<file path="src/rtl/beam_pkg.sv">
// beam_pkg: shared constants, STATUS layout and FSM encoding for the beam centroid calculator.
package beam_pkg;

    localparam int WORDS_IN_DEF  = 163;
    localparam int HDR_WORDS_DEF = 3;
    localparam int OUT_WORDS     = 7;

    localparam int ST_SHORT_BIT = 16;
    localparam int ST_LONG_BIT  = 17;

    localparam logic [2:0] S_IDLE    = 3'd0;
    localparam logic [2:0] S_RECEIVE = 3'd1;
    localparam logic [2:0] S_DRAIN   = 3'd2;
    localparam logic [2:0] S_FLUSH   = 3'd3;
    localparam logic [2:0] S_SEND    = 3'd4;

    function automatic logic [31:0] pack_status(input logic [15:0] count,
                                                input logic        short_f,
                                                input logic        long_f);
        logic [31:0] st;
        st              = {16'd0, count};
        st[ST_SHORT_BIT] = short_f;
        st[ST_LONG_BIT]  = long_f;
        return st;
    endfunction

endpackage

</file>
<file path="src/rtl/beam_centroid_mac.sv">
// beam_centroid_mac: SUM / WSUM accumulator for two 16-bit samples per beat.
// One register stage holds the beat's partial sums before they are folded into the totals.
module beam_centroid_mac (
    input  logic        clk_clk,
    input  logic        rst_reset,
    input  logic        clear,
    input  logic        enable,
    input  logic [31:0] beat,
    input  logic [8:0]  base_idx,
    output logic [31:0] sum,
    output logic [47:0] wsum
);

    logic [8:0]  idx_lo;
    logic [24:0] prod_hi;
    logic [24:0] prod_lo;
    logic        stg_vld;
    logic [16:0] stg_sum;
    logic [25:0] stg_wsum;

    // base_idx is always even (at most 318), so the odd channel never wraps
    assign idx_lo  = base_idx + 9'd1;
    assign prod_hi = {9'd0, beat[31:16]} * {16'd0, base_idx};
    assign prod_lo = {9'd0, beat[15:0]}  * {16'd0, idx_lo};

    always_ff @(posedge clk_clk) begin
        if (rst_reset || clear) begin
            stg_vld  <= 1'b0;
            stg_sum  <= '0;
            stg_wsum <= '0;
            sum      <= '0;
            wsum     <= '0;
        end else begin
            stg_vld <= enable;
            if (enable) begin
                stg_sum  <= {1'b0, beat[31:16]} + {1'b0, beat[15:0]};
                stg_wsum <= {1'b0, prod_hi} + {1'b0, prod_lo};
            end
            if (stg_vld) begin
                sum  <= sum + {15'd0, stg_sum};
                wsum <= wsum + {22'd0, stg_wsum};
            end
        end
    end

endmodule

</file>
<file path="src/rtl/beam_centroid_calc.sv">
// beam_centroid_calc: per-frame intensity sum and channel-weighted sum, emitted as a 7-word packet.
// Optional build macro BEAM_CENTROID_BASELINE_EN subtracts BASELINE (floored at 0) from each sample.
//
//   state   | meaning
//   IDLE    | waiting for SOP; non-SOP beats are dropped
//   RECEIVE | storing header, accumulating data beats
//   DRAIN   | frame exceeded WORDS_IN; beats accepted and dropped until EOP
//   FLUSH   | one cycle for the accumulator stage to retire the last beat
//   SEND    | presenting the 7 output words
module beam_centroid_calc
    import beam_pkg::*;
#(
    parameter int          WORDS_IN  = WORDS_IN_DEF,
    parameter int          HDR_WORDS = HDR_WORDS_DEF,
    parameter logic [15:0] BASELINE  = 16'd0
) (
    input  logic        clk_clk,
    input  logic        rst_reset,
    input  logic [31:0] data_in_data,
    input  logic        data_in_valid,
    input  logic        data_in_startofpacket,
    input  logic        data_in_endofpacket,
    input  logic [1:0]  data_in_empty,
    output logic        data_in_ready,
    output logic [31:0] data_out_data,
    output logic        data_out_valid,
    output logic        data_out_startofpacket,
    output logic        data_out_endofpacket,
    output logic [1:0]  data_out_empty,
    input  logic        data_out_ready
);

    logic [2:0]  state;
    logic [15:0] count;
    logic [15:0] count_nxt;
    logic [15:0] data_idx;
    logic        short_f;
    logic        long_f;
    logic [31:0] hdr [0:2];
    logic [2:0]  out_idx;
    logic        in_rst;
    logic        acc_in;
    logic        start;
    logic        beat_rx;
    logic        mac_en;
    logic [31:0] mac_beat;
    logic [31:0] sum;
    logic [47:0] wsum;
    logic [31:0] out_word;
    logic        unused_bits;

    // in_rst keeps ready low for every cycle the reset is sampled high
    assign data_in_ready = !in_rst &&
                           (state == S_IDLE || state == S_RECEIVE || state == S_DRAIN);
    assign acc_in    = data_in_valid && data_in_ready;
    assign start     = acc_in && data_in_startofpacket && (state == S_IDLE || state == S_RECEIVE);
    assign beat_rx   = acc_in && !data_in_startofpacket && (state == S_RECEIVE);
    assign count_nxt = count + 16'd1;
    assign data_idx  = count - 16'(HDR_WORDS);
    assign mac_en    = beat_rx && (count >= 16'(HDR_WORDS)) && (count < 16'(WORDS_IN));

`ifdef BEAM_CENTROID_BASELINE_EN
    logic [15:0] s_hi;
    logic [15:0] s_lo;
    assign s_hi     = (data_in_data[31:16] > BASELINE) ? data_in_data[31:16] - BASELINE : 16'd0;
    assign s_lo     = (data_in_data[15:0]  > BASELINE) ? data_in_data[15:0]  - BASELINE : 16'd0;
    assign mac_beat = {s_hi, s_lo};
`else
    localparam logic [15:0] baseline_unused = BASELINE;
    assign mac_beat = data_in_data;
`endif

    assign unused_bits = ^{data_in_empty, data_idx[15:8]};

    beam_centroid_mac u_mac (
        .clk_clk   (clk_clk),
        .rst_reset (rst_reset),
        .clear     (start),
        .enable    (mac_en),
        .beat      (mac_beat),
        .base_idx  ({data_idx[7:0], 1'b0}),
        .sum       (sum),
        .wsum      (wsum)
    );

    always_ff @(posedge clk_clk) begin
        in_rst <= rst_reset;
        if (rst_reset) begin
            state   <= S_IDLE;
            count   <= '0;
            short_f <= 1'b0;
            long_f  <= 1'b0;
            out_idx <= '0;
            hdr     <= '{default: '0};
        end else begin
            case (state)
                S_IDLE, S_RECEIVE: begin
                    if (start) begin
                        hdr[0]  <= data_in_data;
                        count   <= 16'd1;
                        long_f  <= 1'b0;
                        short_f <= 1'b0;
                        if (data_in_endofpacket) begin
                            short_f <= (16'd1 < 16'(WORDS_IN));
                            state   <= S_FLUSH;
                        end else begin
                            state <= S_RECEIVE;
                        end
                    end else if (beat_rx) begin
                        if (count < 16'(HDR_WORDS) && count < 16'd3)
                            hdr[count[1:0]] <= data_in_data;
                        count <= count_nxt;
                        if (data_in_endofpacket) begin
                            short_f <= (count_nxt < 16'(WORDS_IN));
                            state   <= S_FLUSH;
                        end else if (count_nxt == 16'(WORDS_IN)) begin
                            long_f <= 1'b1;
                            state  <= S_DRAIN;
                        end
                    end
                end
                S_DRAIN: begin
                    if (acc_in) begin
                        if (count != 16'hFFFF)
                            count <= count_nxt;
                        if (data_in_endofpacket)
                            state <= S_FLUSH;
                    end
                end
                S_FLUSH: begin
                    out_idx <= '0;
                    state   <= S_SEND;
                end
                S_SEND: begin
                    if (data_out_ready) begin
                        if (out_idx == 3'(OUT_WORDS - 1)) begin
                            out_idx <= '0;
                            state   <= S_IDLE;
                        end else begin
                            out_idx <= out_idx + 3'd1;
                        end
                    end
                end
                default: state <= S_IDLE;
            endcase
        end
    end

    always_comb begin
        out_word = 32'd0;
        case (out_idx)
            3'd0:    out_word = hdr[0];
            3'd1:    out_word = hdr[1];
            3'd2:    out_word = hdr[2];
            3'd3:    out_word = sum;
            3'd4:    out_word = {16'd0, wsum[47:32]};
            3'd5:    out_word = wsum[31:0];
            3'd6:    out_word = pack_status(count, short_f, long_f);
            default: out_word = 32'd0;
        endcase
    end

    assign data_out_valid         = (state == S_SEND);
    assign data_out_data          = data_out_valid ? out_word : 32'd0;
    assign data_out_startofpacket = data_out_valid && (out_idx == 3'd0);
    assign data_out_endofpacket   = data_out_valid && (out_idx == 3'(OUT_WORDS - 1));
    assign data_out_empty         = 2'b00;

endmodule
</file>
<file path="config.mk">
export PLATFORM = sky130hd
export DESIGN_NAME = beam_centroid_calc
export DESIGN_NICKNAME = d
export VERILOG_FILES = /design/src/rtl/beam_pkg.sv /design/src/rtl/beam_centroid_mac.sv /design/src/rtl/beam_centroid_calc.sv
export SDC_FILE = /design/constraint.sdc
export NUM_CORES = 1
export LEC_CHECK = 0
export ABC_AREA = 1
export CAP_MARGIN = 10
export CORE_UTILIZATION = 40
export CTS_CLUSTER_DIAMETER = 40
export DETAILED_ROUTE_END_ITERATION = 12
export HOLD_SLACK_MARGIN = 0.02
export SLEW_MARGIN = 20
export SYNTH_ARGS = -nofsm -noshare
export SYNTH_HDL_FRONTEND = slang
export SYNTH_SLANG_ARGS = --single-unit
</file>
<file path="constraint.sdc">
create_clock -name clk_clk -period 18.9 [get_ports clk_clk]
set_input_delay 1.89 -clock clk_clk [delete_from_list [all_inputs] [get_ports clk_clk]]
set_output_delay 1.89 -clock clk_clk [all_outputs]
set_load 0.01 [all_outputs]
</file>
* Word-level counts from Yosys, hierarchy flattened
Cells that the tools add are included.
** Word-level totals
- Bits in registers :: 245
- Word-level logic and storage cells :: 118
** Operators by class
- Add/sub/neg operators :: 8
- Multiply operators :: 2
- $lt $le $gt $ge :: 6
- Equality and inequality tests :: 20
- Multiplexer cells :: 34
- Bitwise logic cells :: 2
- Reductions and logical operators :: 32
** Operator list (number)
- 32-bit case mux with 7 select lines :: 1
- 96-bit 2-to-1 mux :: 2
- 96-bit bitwise mux :: 1
- 32-bit 2-to-1 mux :: 3
- 32-bit demux with 2-bit select :: 1
- 16-bit 2-to-1 mux :: 4
- 48-bit by 26-bit adder with 48-bit output :: 1
- 32-bit by 17-bit adder with 32-bit output :: 1
- 16-bit by 8-bit less-than comparator with 1-bit output, second input constant :: 2
- 16-bit case mux with 2 select lines :: 1
- 3-bit 2-to-1 mux :: 10
- 25-bit by 25-bit adder with 26-bit output :: 1
- 16-bit by 9-bit multiplier with 25-bit output :: 1
- 16-bit by 8-bit multiplier with 24-bit output :: 1
- 16-bit by 16-bit adder with 17-bit output :: 1
- 16-bit by 1-bit adder with 16-bit output, second input constant :: 1
- 16-bit by 8-bit equality test with 1-bit output, second input constant :: 1
- 16-bit by 2-bit greater-or-equal comparator with 1-bit output, second input constant :: 1
- 16-bit by 2-bit less-than comparator with 1-bit output, second input constant :: 1
- 16-bit inequality test, second input constant :: 1
- 3-bit by 2-bit equality test with 1-bit output, second input constant :: 4
- 3-bit equality test, second input constant :: 4
- 3-bit case mux with 4 select lines :: 1
- 4-bit AND reduction :: 3
- 24 further kinds :: 56

* Depth between registers and ports, before layout
Gate-level depths: netlist of run 1.
- Depth after elaboration :: 10
- Gate-level depth with buffers :: 40
- Mapped depth without buffers :: 39

* Modules after synthesis
From an unflattened synthesis of run 1, not the netlist that was laid out.
** Second synthesis, totals
- Cell total of the unflattened synthesis :: 3683
- Area total of the unflattened synthesis :: 25030.3 sq um
** Modules (own cells, without submodules)
- beam_centroid_mac :: instances 1, cells an instance 2761, area each 18637.9 sq um, sequential area each 2482.4 sq um
- beam_centroid_calc :: instances 1, cells an instance 922, area each 6392.4 sq um, sequential area each 2422.3 sq um

* Worst setup path after synthesis of run 1
OpenSTA, ideal clock, no wires.
- Path kind :: input to register
- Start :: in data_in_data[20]
- End :: reg u_mac.stg_wsum[19]
- Setup time :: 0.056 ns
- Arrival time :: 7.242 ns
- Data required time :: 18.844 ns
- Setup slack :: 11.602 ns
- Stages on the path :: 27
- Path through :: inv_1 -> nor2_1 -> fa_1 -> inv_1 -> fa_1 -> inv_1 -> fa_1 -> inv_1 -> fa_1 -> inv_1 -> ha_1 -> nand2_1 -> nor4_1 -> a21oi_1 -> o21bai_1 -> xor2_1 -> fa_1 -> ha_1 -> nand2_1 -> nor2_1 -> inv_1 -> nor2_1 -> nand4_1 -> a31o_2 -> nand3_1 -> nand2_1 -> inv_1
** Between the ends
- Longest elaborated chain between the ends :: 2
** RTL lines
- start, declared :: line beam_centroid_calc.sv:19 : input logic [31:0] data_in_data,
- 16-bit by 8-bit multiplier with 24-bit output :: line beam_centroid_mac.sv:23 : assign prod_hi = {9'd0, beat[31:16]} * {16'd0, base_idx};
- 25-bit by 25-bit adder with 26-bit output :: line beam_centroid_mac.sv:37 : stg_wsum <= {1'b0, prod_hi} + {1'b0, prod_lo};
- end signal, assigned :: line beam_centroid_mac.sv:37
- end, declared :: line beam_centroid_mac.sv:19 : logic [25:0] stg_wsum;
No other way between the ends.
A chain may end at the register's enable or synchronous reset.

* Worst setup path after layout of run 1
- Start :: reg count[0]
- End :: reg u_mac.stg_wsum[24]
** Between the ends
- Longest elaborated chain between the ends :: 4
- Elaborated cells between the ends (all ways) :: 9
** RTL lines
- start, declared :: line beam_centroid_calc.sv:34 : logic [15:0] count;
- start signal, assigned :: line beam_centroid_calc.sv:112 : count <= count_nxt;
- start signal, assigned :: line beam_centroid_calc.sv:125 : count <= count_nxt;
- 8-bit by 2-bit subtractor with 8-bit output :: line beam_centroid_calc.sv:59 : assign data_idx = count - 16'(HDR_WORDS);
- 9-bit by 1-bit adder with 9-bit output :: line beam_centroid_mac.sv:22 : assign idx_lo = base_idx + 9'd1;
- 16-bit by 9-bit multiplier with 25-bit output :: line beam_centroid_mac.sv:24 : assign prod_lo = {9'd0, beat[15:0]} * {16'd0, idx_lo};
- 25-bit by 25-bit adder with 26-bit output :: line beam_centroid_mac.sv:37
Several ways; a longest one is shown, not always the timed one.

==> results by group, run 1 <==
Outcome
  • Status: finished, violations left
  • Failing checks: DRC, capacitance limit

Floorplan
  • Starting Density: approximately 40%
  • Core area: slightly below 60,000 sq um
  • Rows: 89
  • Die X: between 200 and 250 microns
  • Die Span Y: approximately 250 microns
  • Die area: slightly above 60,000 sq um
  • # IOs: 78

Place
  • # port buffers: 73
  • DP Wirelength: between 60,000 and 70,000 microns
  • Gpl congestion: 0.940

Finish
  • Seq. cell area: between 4000 and 5000 sq um
  • Layout Nets: about 3,900
  • Area grow syn2layout: 13.0%
  • Ratio of cells with drive above 1 in the final layout: ~5.0%
  • Fillers: about 6,000
  • Ant diodes: 0
  • Footprint of the multi-input gates: ~16,000 sq um

Synth
  • Yosys top cell area share: approximately a fifth
  • Synthesis Warnings: 0
  • Mux share of post-synthesis cell area: 0%
  • Area leader, netlist: dfxtp_1
  • Xor/xnor share of the synthesized area: under 10%
  • Post-synthesis register bit count: between 200 and 250
  • Synth Area in Simple Gates: approximately a fifth
  • Top FF cell, synth: dfxtp_1
  • Fraction of registers with async set/reset: 0%
  • Gate Count Post-Synth: between 3,000 and 4,000
  • Mean Syn Cell Area: 7.05 sq um
  • Post-synth EDFFs: 0
  • Main combinational cell family by area after synthesis: adder cells
  • Sequential element share of the synthesized area: approximately 20%
  • Synth top area cells: dfxtp_1, fa_1, inv_1
  • Syn Std Cell Area: approximately 24,000 sq um
  • Compound-Gate Fraction of Synth Area: a little under a fifth
  • Distinct cells, synth: 53
  • Adder-cell area share of the yosys netlist: approximately 26%

Timing
  • Tcrit/Tclk final: between 40% and 50%
  • Final Max Slew Viols: 0
  • Clock skew: 33.8 ps
  • # setup viols final: 0
  • Slew HR: under 10%
  • Final hold vios: 0
  • Final min period: between 8000 and 9000 ps
  • RSZ-0062 raised after global routing: false
  • TNS Setup: 0 ps
  • Fmax: 114 MHz
  • Tightest Pin Transition: between 1000 and 1500 ps

Worst setup path
  • Max Fanout on Critical Path: 17
  • Slowest stage delay, CP: approximately 660 ps
  • CP Class: flip-flop to flip-flop
  • Worst Setup Start Kind: flip-flop
  • CP max stage cell: clkinv_1
  • Buffers plus inverters on the worst setup path: 9
  • Critical path's top delay family: adder cells
  • Most used cell, CP: nand2_1
  • CP Data Arrival Time: roughly 9000 ps
  • Worst EP required: 19,360 ps
  • Crit end category: flip-flop

Drt
  • Post-DRT Antenna Nets: 0
  • Drt total wl: roughly 81,000 microns
  • Vias: between 20,000 and 25,000
  • Drt drc: 16
  • Starting DRT DRC Count: 1,990
  • Per-cell routed wire length: ~19 microns
  • Post-DR vias/cell: 5.32
  • DR pass1 iterations: 10

Clocking
  • Clock Latency Late Sink: about 600 ps
  • Post-CTS setup buffer count: 0
  • H-tree Lvls: 2
  • CTS max path bufs: 3
  • CTS sink count: 245
  • Clock root cell: clkbuf_16
  • Post-CTS sizing: 0
  • Post-CTS Hold Buffers: 0
  • CTS clk-pin slew, worst paths: 50 ps
  • Number of buffers created by CTS: 51
  • CTS tree: built

Min path
  • Hold Crit Class: flip-flop to flip-flop

Flow run
  • Max_cap viols: 1

Global routing
  • GR Overflow Total: 0
  • Initial antenna violation count: 0
  • Pin count of the biggest net entering global routing: 89
  • GR Util All Layers: around 27%
  • Number of global-route vias before repair: 22,200
  • First-pass GRT wire length: 127,000 microns
==> cells in the mapped netlist, drive strengths merged (37+ instances only) <==
cell type / count
nand3: 134
nand2: 607
dfxtp: 245
nor2: 394
inv: 620
o22ai: 43
o21ai: 235
ha: 163
clkbuf: 75
buf: 37
fa: 207
a21oi: 337
==> metrics by stage <==
stage                     utilization, %  area [sq um]  hold slack [ps]  worst slack (ps)  std cells
after floorplan                        -         24000              423             11600       3404
after global placement              42.8         25300              434              9950       4160
after detailed placement            42.8         25300              436              9940       4160
after CTS                           45.8         27100              445             10190       4255
after global routing                45.8         27100              458              9490       4255
final                               45.8         27100              446             10120       4255
==> area by class of cell <==
cell class | count | share of cell area, %
Clock buffer | 60 | 4.98
Sequential cell | 245 | 18.1
Tap cell | 773 | 3.57
Timing Repair Buffer | 95 | 3.31
Multi-Input combinational cell | 2420 | 59.8
Inverter | 627 | 8.69
Clock inverter | 35 | 1.53
==> per-layer routing <==
| metal | routed length [microns] | up-vias | track usage [%] |
|---|---|---|---|
| met3 | 6400 | 124 | 4.29 |
| li1 | - | 11000 | - |
| met2 | 36200 | 789 | 43.4 |
| met1 | 36100 | 10700 | 37.5 |
| met4 | 2730 | 0 | 9.53 |
| met5 | 0 | - | 0 |
==> path summary, 6_finish.rpt <==
| kind | from | endpoint | slack, ps | depth (start not counted) |
|---|---|---|---|---|
| hold reg to reg | hdr[62] | hdr[62] | 450 | 2 |
| setup reg to reg | count[0] | u_mac.stg_wsum[24] | 10120 | 37 |
| setup / recovery | count[0] | u_mac.stg_wsum[24] | 10120 | 37 |
| hold / removal | hdr[62] | hdr[62] | 450 | 2 |
==> tightest hold or removal path: cells and delay by family, from the launching register on <==
family / cells / cell delay (ps)
flops: 1 / 300
buf+inv: 1 / 50
compound gates: 1 / 50
==> flip-flops by register name (all words and copies together) (netlist names) <==
name	count
u_mac.stg_vld	1
hdr	96
count	16
in_rst	1
short_f	1
long_f	1
state	3
u_mac.sum	32
u_mac.stg_sum	17
u_mac.stg_wsum	26
u_mac.wsum	48
out_idx	3
==> cells by family (layout without fill, tap and decap cells) <==
group / after synthesis / after routing
DFF: 245 / 245
adders and majority gates: 370 / 370
other: 1 / 2
AOI/OAI and AO/OA: 757 / 757
buffers and inverters: 739 / 817
and+or+nand+nor: 1222 / 1222
xor gates and xnor gates: 69 / 69
==> cells in the final DEF, fill, tap and decap left out, types with 9 or more instances in the layout <==
cell type          n
a211oi_1           9
a211oi_2          17
a21o_1            15
a21oi_1          337
a221oi_1          13
a22oi_1           12
a31oi_1            9
buf_4             22
clkbuf_16         51
clkdlybuf4s50_1   73
dfxtp_1          244
fa_1             207
ha_1             163
inv_1            612
nand2_1          598
nand3_1          127
nand4_1           31
nor2_1           389
nor3_1            35
nor4_1             9
o211ai_1          10
o21a_1            15
o21ai_0          186
o21ai_1           49
o21bai_1          14
o22ai_1           43
xnor2_1           35
xor2_1            34
Power of run 1 is left out: the tool's default activity adds up to more than one toggle a clock period on the data nets, which glitch-free logic cannot reach.
==> run 2: changes to the inputs <==
- clock period: 18.9 -> 7.05 ns (I/O delays scaled with it)
==> results by group, run 2 (synthesis gave the netlist of run 1 again) <==
Place
  • DP Wirelength: around 66,000 microns
  • # port buffers: 73
  • Gpl congestion: 0.995
  • Worst slack, placed: -242 ps
  • Placed Area: approximately 27,000 sq um

Outcome
  • Failing checks: DRC
  • Status: finished, violations left

Clocking
  • CTS tree: built
  • Number of buffers created by CTS: 44
  • Post-CTS Hold Buffers: 0
  • Clock Latency Late Sink: 580 ps
  • CTS sink count: ~250
  • Clock root cell: clkbuf_16
  • CTS max path bufs: 3
  • H-tree Lvls: 2
  • CTS clk-pin slew, worst paths: ~50 ps

Finish
  • Final Util: about half
  • Layout Nets: just over 4,000
  • Most common cell after layout, fill and taps aside: inv_1
  • Cell area after layout: approximately 30,000 sq um
  • Ant diodes: 0
  • Largest regs: hdr x96, u_mac.wsum x48, u_mac.sum x32
  • Most frequent cells in the layout: inv_1, nand2_1, nor2_1
  • Largest register by flop count: hdr
  • Area grow syn2layout: 22.9%
  • Ratio of cells with drive above 1 in the final layout: 14.4%
  • Max reg flops: between 90 and 100

Timing
  • Fmax: between 100 and 150 MHz
  • Clock skew: approximately 29 ps
  • Final min period: roughly 6800 ps
  • Setup ws final: 230 ps
  • Hold_ws: around 450 ps
  • Tightest Pin Transition: approximately 1100 ps
  • Tcrit/Tclk final: 96.7%
  • Slew HR: just under 30%
  • Final Max Slew Viols: 0
  • # setup viols final: 0
  • Final hold vios: 0

Drt
  • DR pass1 iterations: 10
  • Post-DRT Antenna Nets: 0
  • Met1 Routed Length: approximately 37,000 microns
  • Routed wl met2: 36,700 microns
  • Post-DR vias/cell: 5.28
  • Vias: about 24,000
  • Drt drc: 16
  • Drt total wl: around 84,000 microns
  • Top Layer Used: met4
  • Met3 WL post-DR: roughly 6900 microns
  • Per-cell routed wire length: roughly 19 microns
  • Starting DRT DRC Count: 1,933

Global routing
  • Initial antenna violation count: 0
  • Number of global-route vias before repair: between 20,000 and 25,000
  • GR Util All Layers: between 20% and 30%
  • First-pass GRT wire length: 128,000 microns
  • Pin count of the biggest net entering global routing: 90
  • GR Overflow Total: 0

Floorplan
  • Die X: around 250 microns
  • Die area: about 61,000 sq um
  • Rows: just under 90
  • Core area: just under 60,000 sq um
  • # IOs: 78
  • Die Span Y: roughly 250 microns
  • Starting Density: 40.6%

Worst setup path
  • CP max stage cell: fa_2
  • Worst Setup Start Kind: flip-flop
  • Slowest stage delay, CP: around 550 ps
  • R2R cell count: 38
  • CP Data Arrival Time: roughly 7300 ps
  • Max Fanout on Critical Path: 7
  • CP Class: flip-flop to flip-flop
  • Crit end category: flip-flop
  • Worst EP required: between 7000 and 8000 ps

Min path
  • Hold Crit Class: flip-flop to flip-flop
  • Hold Path Depth: 2

Flow run
  • Max_cap viols: 0
-- run 2: changes by cell type in the layout (fill, tap and decap cells not counted), sizes merged --
cell,previous run,this run
buf,22,232
inv,630,634
clkinv,18,20
clkbuf,60,47
clkinvlp,8,3
bufinv,6,5
-- run 2: per-stage QoR --
stage | cells | TNS (ps)
floorplan | 3404 | 0
global placement | 4360 | -1790
CTS | 4444 | 0
global route | 4452 | -420
detailed placement | 4360 | -2030
finish | 4452 | 0
-- run 2: worst paths after layout --
| check | start | endpoint | slack (ps) |
|---|---|---|---|
| setup / recovery | count[0] | u_mac.stg_wsum[23] | 230 |
| hold / removal | hdr[61] | hdr[61] | 450 |
| setup reg to reg | count[0] | u_mac.stg_wsum[23] | 230 |
| hold reg to reg | hdr[61] | hdr[61] | 450 |
-- run 2: area by class of cell --
class | instances | area, sq um
clock buffer | 47 | 1150
inverter | 627 | 2360
timing repair buffer | 305 | 2570
fill | 5942 | 29700
sequential | 245 | 4910
tap | 773 | 967
clock inverter | 35 | 405
multi-input combinational | 2420 | 17100
-- run 2: critical path: cells and delay by family, from the launching register on --
kind,cells,cell delay (ps)
fa+ha+maj,7,2970
simple gates,15,1630
xor+xnor,1,170
flops,1,350
compound gates,6,850
buf+inv,9,730
-- run 2: repair_timing --
action | CTS | global route
setup endpoints to repair | 13 | 16
hold endpoints to repair | 0 | 0
resized for setup | 30 | 192
buffers inserted | 2 | 8
pin swaps | 4 | 119
-- run 2: per-layer routing --
metal  track usage [%]  up-vias
li1                  -    11400
met1              38.0    11100
met2              42.9      829
met3              5.13      132
met4              10.8        0
met5                 0        -
Power of run 2 is left out for the same reason.
